File: src/rtl/wb_port_arbiter_pkg.sv
// Shared definitions for the writeback port arbiter.
// Holds default widths, the $0 register index, FSM state encoding and
// requester index constants used by the top and the picker.
package wb_port_arbiter_pkg;

    localparam int unsigned ADDR_W_DEF = 5;
    localparam int unsigned CNT_W_DEF  = 8;

    // Index of the hard-wired zero register; writes to it are suppressed.
    localparam int unsigned REG_ZERO = 0;

    // Requester indices; also the value driven on the mux select.
    localparam logic REQ_ALU = 1'b0;
    localparam logic REQ_MEM = 1'b1;

    typedef enum logic {
        ST_IDLE = 1'b0,
        ST_SLOT = 1'b1
    } state_t;

endpackage

File: src/rtl/wb_rr_pick.sv
// Combinational 2-way picker for the writeback arbiter.
// Ports:
//   elig     - eligible bits, [0] = ALU requester, [1] = MEM requester
//   last     - requester that won the previous grant
//   winner_c - selected requester index
//   valid_c  - at least one requester is eligible
// With RR = 1 a tie goes to the requester that did not win last;
// with RR = 0 a tie always goes to the ALU requester.
module wb_rr_pick
    import wb_port_arbiter_pkg::*;
#(
    parameter bit RR = 1'b1
) (
    input  logic [1:0] elig,
    input  logic       last,
    output logic       winner_c,
    output logic       valid_c
);

    always_comb begin
        winner_c = REQ_ALU;
        valid_c  = |elig;
        if (elig == 2'b11) begin
            winner_c = RR ? ~last : REQ_ALU;
        end else if (elig[1]) begin
            winner_c = REQ_MEM;
        end
    end

endmodule

File: src/rtl/wb_port_arbiter.sv
// Arbiter for the single register-file write port shared by the ALU
// writeback (requester 0) and the load writeback (requester 1).
// Ports:
//   clk, rst        - clock and synchronous active-high reset
//   req0/addr0      - ALU write request and destination register
//   req1/addr1      - load write request and destination register
//   stall           - port unavailable; no new grant is decided
//   gnt0/gnt1       - one-cycle write slot owned by requester 0/1
//   sel             - destination/data mux select (holds in idle)
//   wr_en           - register-file write enable, suppressed for $0
//   coll_cnt        - saturating count of edges with both requesters eligible
// A winner decided at one edge owns the following cycle; all outputs are
// registered.
module wb_port_arbiter
    import wb_port_arbiter_pkg::*;
#(
    parameter int unsigned ADDR_W = ADDR_W_DEF,
    parameter bit          RR     = 1'b1,
    parameter int unsigned CNT_W  = CNT_W_DEF
) (
    input  logic              clk,
    input  logic              rst,
    input  logic              req0,
    input  logic [ADDR_W-1:0] addr0,
    input  logic              req1,
    input  logic [ADDR_W-1:0] addr1,
    input  logic              stall,
    output logic              gnt0,
    output logic              gnt1,
    output logic              sel,
    output logic              wr_en,
    output logic [CNT_W-1:0]  coll_cnt
);

    localparam logic [CNT_W-1:0]  CNT_MAX  = '1;
    localparam logic [ADDR_W-1:0] ZERO_REG = ADDR_W'(REG_ZERO);

    state_t     state;
    logic       last;
    logic [1:0] elig_c;
    logic       win_c;
    logic       win_valid_c;
    logic       grant_c;
    logic       both_c;
    logic       nz0_c;
    logic       nz1_c;

    // A request seen during its own slot is the transaction being served.
    always_comb begin
        elig_c = {req1, req0};
        case (state)
            ST_SLOT: elig_c = {req1 & ~gnt1, req0 & ~gnt0};
            default: elig_c = {req1, req0};
        endcase
    end

    assign both_c  = &elig_c;
    assign nz0_c   = (addr0 != ZERO_REG);
    assign nz1_c   = (addr1 != ZERO_REG);
    assign grant_c = win_valid_c & ~stall;

    wb_rr_pick #(
        .RR (RR)
    ) u_pick (
        .elig     (elig_c),
        .last     (last),
        .winner_c (win_c),
        .valid_c  (win_valid_c)
    );

    // FSM, round-robin pointer, registered slot outputs and collision counter.
    always_ff @(posedge clk) begin
        if (rst) begin
            state    <= ST_IDLE;
            last     <= REQ_MEM;
            gnt0     <= 1'b0;
            gnt1     <= 1'b0;
            sel      <= REQ_ALU;
            wr_en    <= 1'b0;
            coll_cnt <= '0;
        end else begin
            if (both_c && (coll_cnt != CNT_MAX)) begin
                coll_cnt <= coll_cnt + CNT_W'(1);
            end

            gnt0  <= 1'b0;
            gnt1  <= 1'b0;
            wr_en <= 1'b0;

            case (state)
                ST_IDLE, ST_SLOT: begin
                    if (grant_c) begin
                        state <= ST_SLOT;
                        last  <= win_c;
                        sel   <= win_c;
                        gnt0  <= (win_c == REQ_ALU);
                        gnt1  <= (win_c == REQ_MEM);
                        wr_en <= (win_c == REQ_MEM) ? nz1_c : nz0_c;
                    end else begin
                        state <= ST_IDLE;
                    end
                end
                default: state <= ST_IDLE;
            endcase
        end
    end

endmodule

File: config.mk
export PLATFORM = sky130hd
export DESIGN_NAME = wb_port_arbiter
export DESIGN_NICKNAME = d
export VERILOG_FILES = /design/src/rtl/wb_port_arbiter_pkg.sv /design/src/rtl/wb_rr_pick.sv /design/src/rtl/wb_port_arbiter.sv
export SDC_FILE = /design/constraint.sdc
export NUM_CORES = 1
export LEC_CHECK = 0
export BUFFER_PORTS_ARGS = -buffer_cell sky130_fd_sc_hd__buf_2
export CORE_MARGIN = 5
export CORE_UTILIZATION = 48
export CTS_BUF_LIST = sky130_fd_sc_hd__clkbuf_8 sky130_fd_sc_hd__clkbuf_16
export DETAILED_ROUTE_END_ITERATION = 10
export PLACE_DENSITY = 0.78
export SYNTH_ARGS = -nofsm -noshare
export SYNTH_HDL_FRONTEND = slang
export SYNTH_HIERARCHICAL = 1
export SYNTH_SLANG_ARGS = --single-unit
File: constraint.sdc
create_clock -name clk -period 2.5 [get_ports clk]
set_input_delay 0.5 -clock clk [delete_from_list [all_inputs] [get_ports clk]]
set_output_delay 0.5 -clock clk [all_outputs]
set_load 0.03 [all_outputs]
==> results_dict.tcl <==
set metrics [dict create \
    status "finished, final reports clean" \
    place_area_um2 790.8 \
    synthCells 68 \
    hold_class "flop to flop" \
    die_area_mm2 0.002179 \
    hpwlAfterDp_mm 1.195 \
    fp.dieH_um 46.68 \
    start_util_pct 50.24 \
    rsz0062_at_grt "no" \
    die_w_um 46.68 \
    clkTransAtPathRegs_ns 0.05 \
    antenna_found_initial 0 \
    post-route-drc-count 0 \
    grt-ovfl-total 0 \
    clock_latency_ns 0.24 \
    cts_sinks 14 \
    ctsLongestPathBuffers 2 \
    yosysUniqueCellTypes 35 \
    syn2layout_area_growth_pct 28.88 \
    vias 629 \
    gr-usage-all-layers_pct 17.63 \
    critical_path_class "input port to flop" \
    required_ns 2.63 \
    synth_nets 84 \
    cp-startpoint "req1" \
    relSlewSlack_pct 78.35 \
    io_buffers 26 \
    fmaxAchievable_mhz 568.8 \
    drtPass1Iterations 4 \
    avgSynthCellArea_um2 9.494 \
    setup_ws_ns 0.7420 \
    cts_tree "done" \
    grt_max_degree 13 \
    hp-start "sel$_SDFFE_PP0P_" \
    fin_area_um2 832.0 \
    r2r_end "wr_en$_SDFF_PP0_" \
    fin_util_pct 64.75 \
    diodes 0 \
    fin_cells 111 \
    fin_setup_tns_ns 0 \
    synthesis.area_um2 645.6 \
    grt_pass1_vias 636 \
    timing.hold.ws_ns 0.4568 \
    reg2reg_from "gnt1$_SDFF_PP0_" \
    cts_hold_buf 0 \
    powerDensity_mw_per_mm2 562.3 \
    synth-seq-cells 14 \
    dp_slack_ns 0.4661 \
    worst_clock_skew_ns 0.001156 \
    final_common_cell "buf_2" \
    grt_pass1_wl_mm 2.670 \
    cp_max_fo 5 \
    hold_viol 0 \
    routed_wirelength_mm 1.519 \
    row_count 13 \
    ys_warn_count 6 \
    setup_violations 0 \
    globalplace.congestion 0.8318 \
    layout_min_cycle_time_ns 1.758 \
    r2r_cells 5 \
    ys_seq_area_share_pct 43.41 \
    worst_pin_slew_ns 0.3241 \
    design.portCount 27 \
    maxCapViolations 0 \
    hold-path-cell-count 2 \
    total_leakage_power_nw 0.3932 \
    layout-drive-gt1-share_pct 33.33 \
    core_area_mm2 0.001285 \
    fin_nets 114 \
    place_inst 108 \
    regToRegSetupSlack_ns 0.75 \
    post_drt_wl_per_cell_um 13.68 \
    root_buffer "clkbuf_8" \
    total_power_mw 0.4679 \
    post_cts_resized 0 \
    cts_made_buffers 3 \
    peakVddDrop_uv 296.0 \
    min_to "sel$_SDFFE_PP0P_" \
    ant_nets 0 \
    arrival_ns 1.88 \
    dr.first_iter.drc_count 17 \
    fin_crit_sh_pct 70.32 \
    htree_levels 1 \
    maxSlewViolCount 0 \
    end_kind "flop" \
    cts_setup_buffers 0 \
    cp-start-kind "input port" \
    layout_common_cells "buf_2 (26), dfxtp_1 (14), nor2_1 (6)" \
    vias_per_cell 5.667 \
]
[Yosys cell counts, drive strengths merged]
library cell  instances  area (µm²)
ha                    1       12.51
nor3                  2       10.01
a21oi                 4       20.02
or4b                  1       10.01
nor4                  1       6.260
xor2                  2       17.52
clkbuf                1       3.750
o21ai                 2       21.27
o41ai                 1       8.760
and2                  2       12.51
nand3b                1       7.510
or2                   1       6.260
or3                   1       6.260
nor2                  6       22.52
and4                  1       8.760
o311a                 1       10.01
inv                   2       7.510
o211ai                2       28.78
o21bai                1       7.510
a211oi                1       7.510
and3                  1       6.260
nand3                 3       15.01
dfxtp                14       280.3
o2111ai               1       8.760
a21boi                3       22.52
o311ai                1       8.760
o31ai                 2       15.01
mux2i                 1       10.01
nand2b                1       6.260
nand4                 2       18.77
nand2                 5       18.77
[layout make-up]
cell class	count	area, µm²
Fill cell	120	452.9
Multi-Input combinational cell	51	354.1
Sequential cell	14	280.3
Timing Repair Buffer	26	130.1
Clock buffer	3	41.29
Tap cell	15	18.77
Inverter	2	7.507
[report_power, final]
part	switching [mW]	leakage, nW	internal, mW	total (mW)
sequential	0.00644	0.114	0.231	0.237
clock	0.0717	0.0216	0.106	0.178
combinational	0.0307	0.258	0.0218	0.0525
[how the worst max path moves through the flow]
stage                        to  slack [ns]
6_report       wr_en$_SDFF_PP0_        0.74
5_1_grt        wr_en$_SDFF_PP0_        0.65
4_1_cts        wr_en$_SDFF_PP0_        0.72
3_5_place_dp   wr_en$_SDFF_PP0_        0.47
3_3_place_gp   wr_en$_SDFF_PP0_        0.56
2_1_floorplan  wr_en$_SDFF_PP0_        0.74
[sequential cells by signal, indices dropped and copies added, names as in the netlist]
signal    count
gnt0          1
state         1
gnt1          1
coll_cnt      8
last          1
wr_en         1
sel           1
[cell families after synthesis]
kind of cell,share of synthesized area (%)
compound gates,24.61
xor+xnor,2.714
fa+ha+maj,1.938
buf+inv,1.744
flops,43.41
mux,1.550
simple gates,24.03
[critical path: stages]
cell and delay (ns):
buf_2 0.09, a21boi_0 0.22, a21boi_1 0.35, or4b_1 0.46, o31ai_1 0.20, a21oi_1 0.06
[routing by layer]
| metal | track usage, % | wire length, µm | up-vias |
|---|---|---|---|
| li1 | - | - | 313 |
| met1 | 18.88 | 595 | 298 |
| met2 | 31.59 | 822 | 13 |
| met3 | 3.516 | 68 | 5 |
| met4 | 9.945 | 34 | 0 |
| met5 | 0 | 0 | - |
Power figures use the tool's default switching activity.
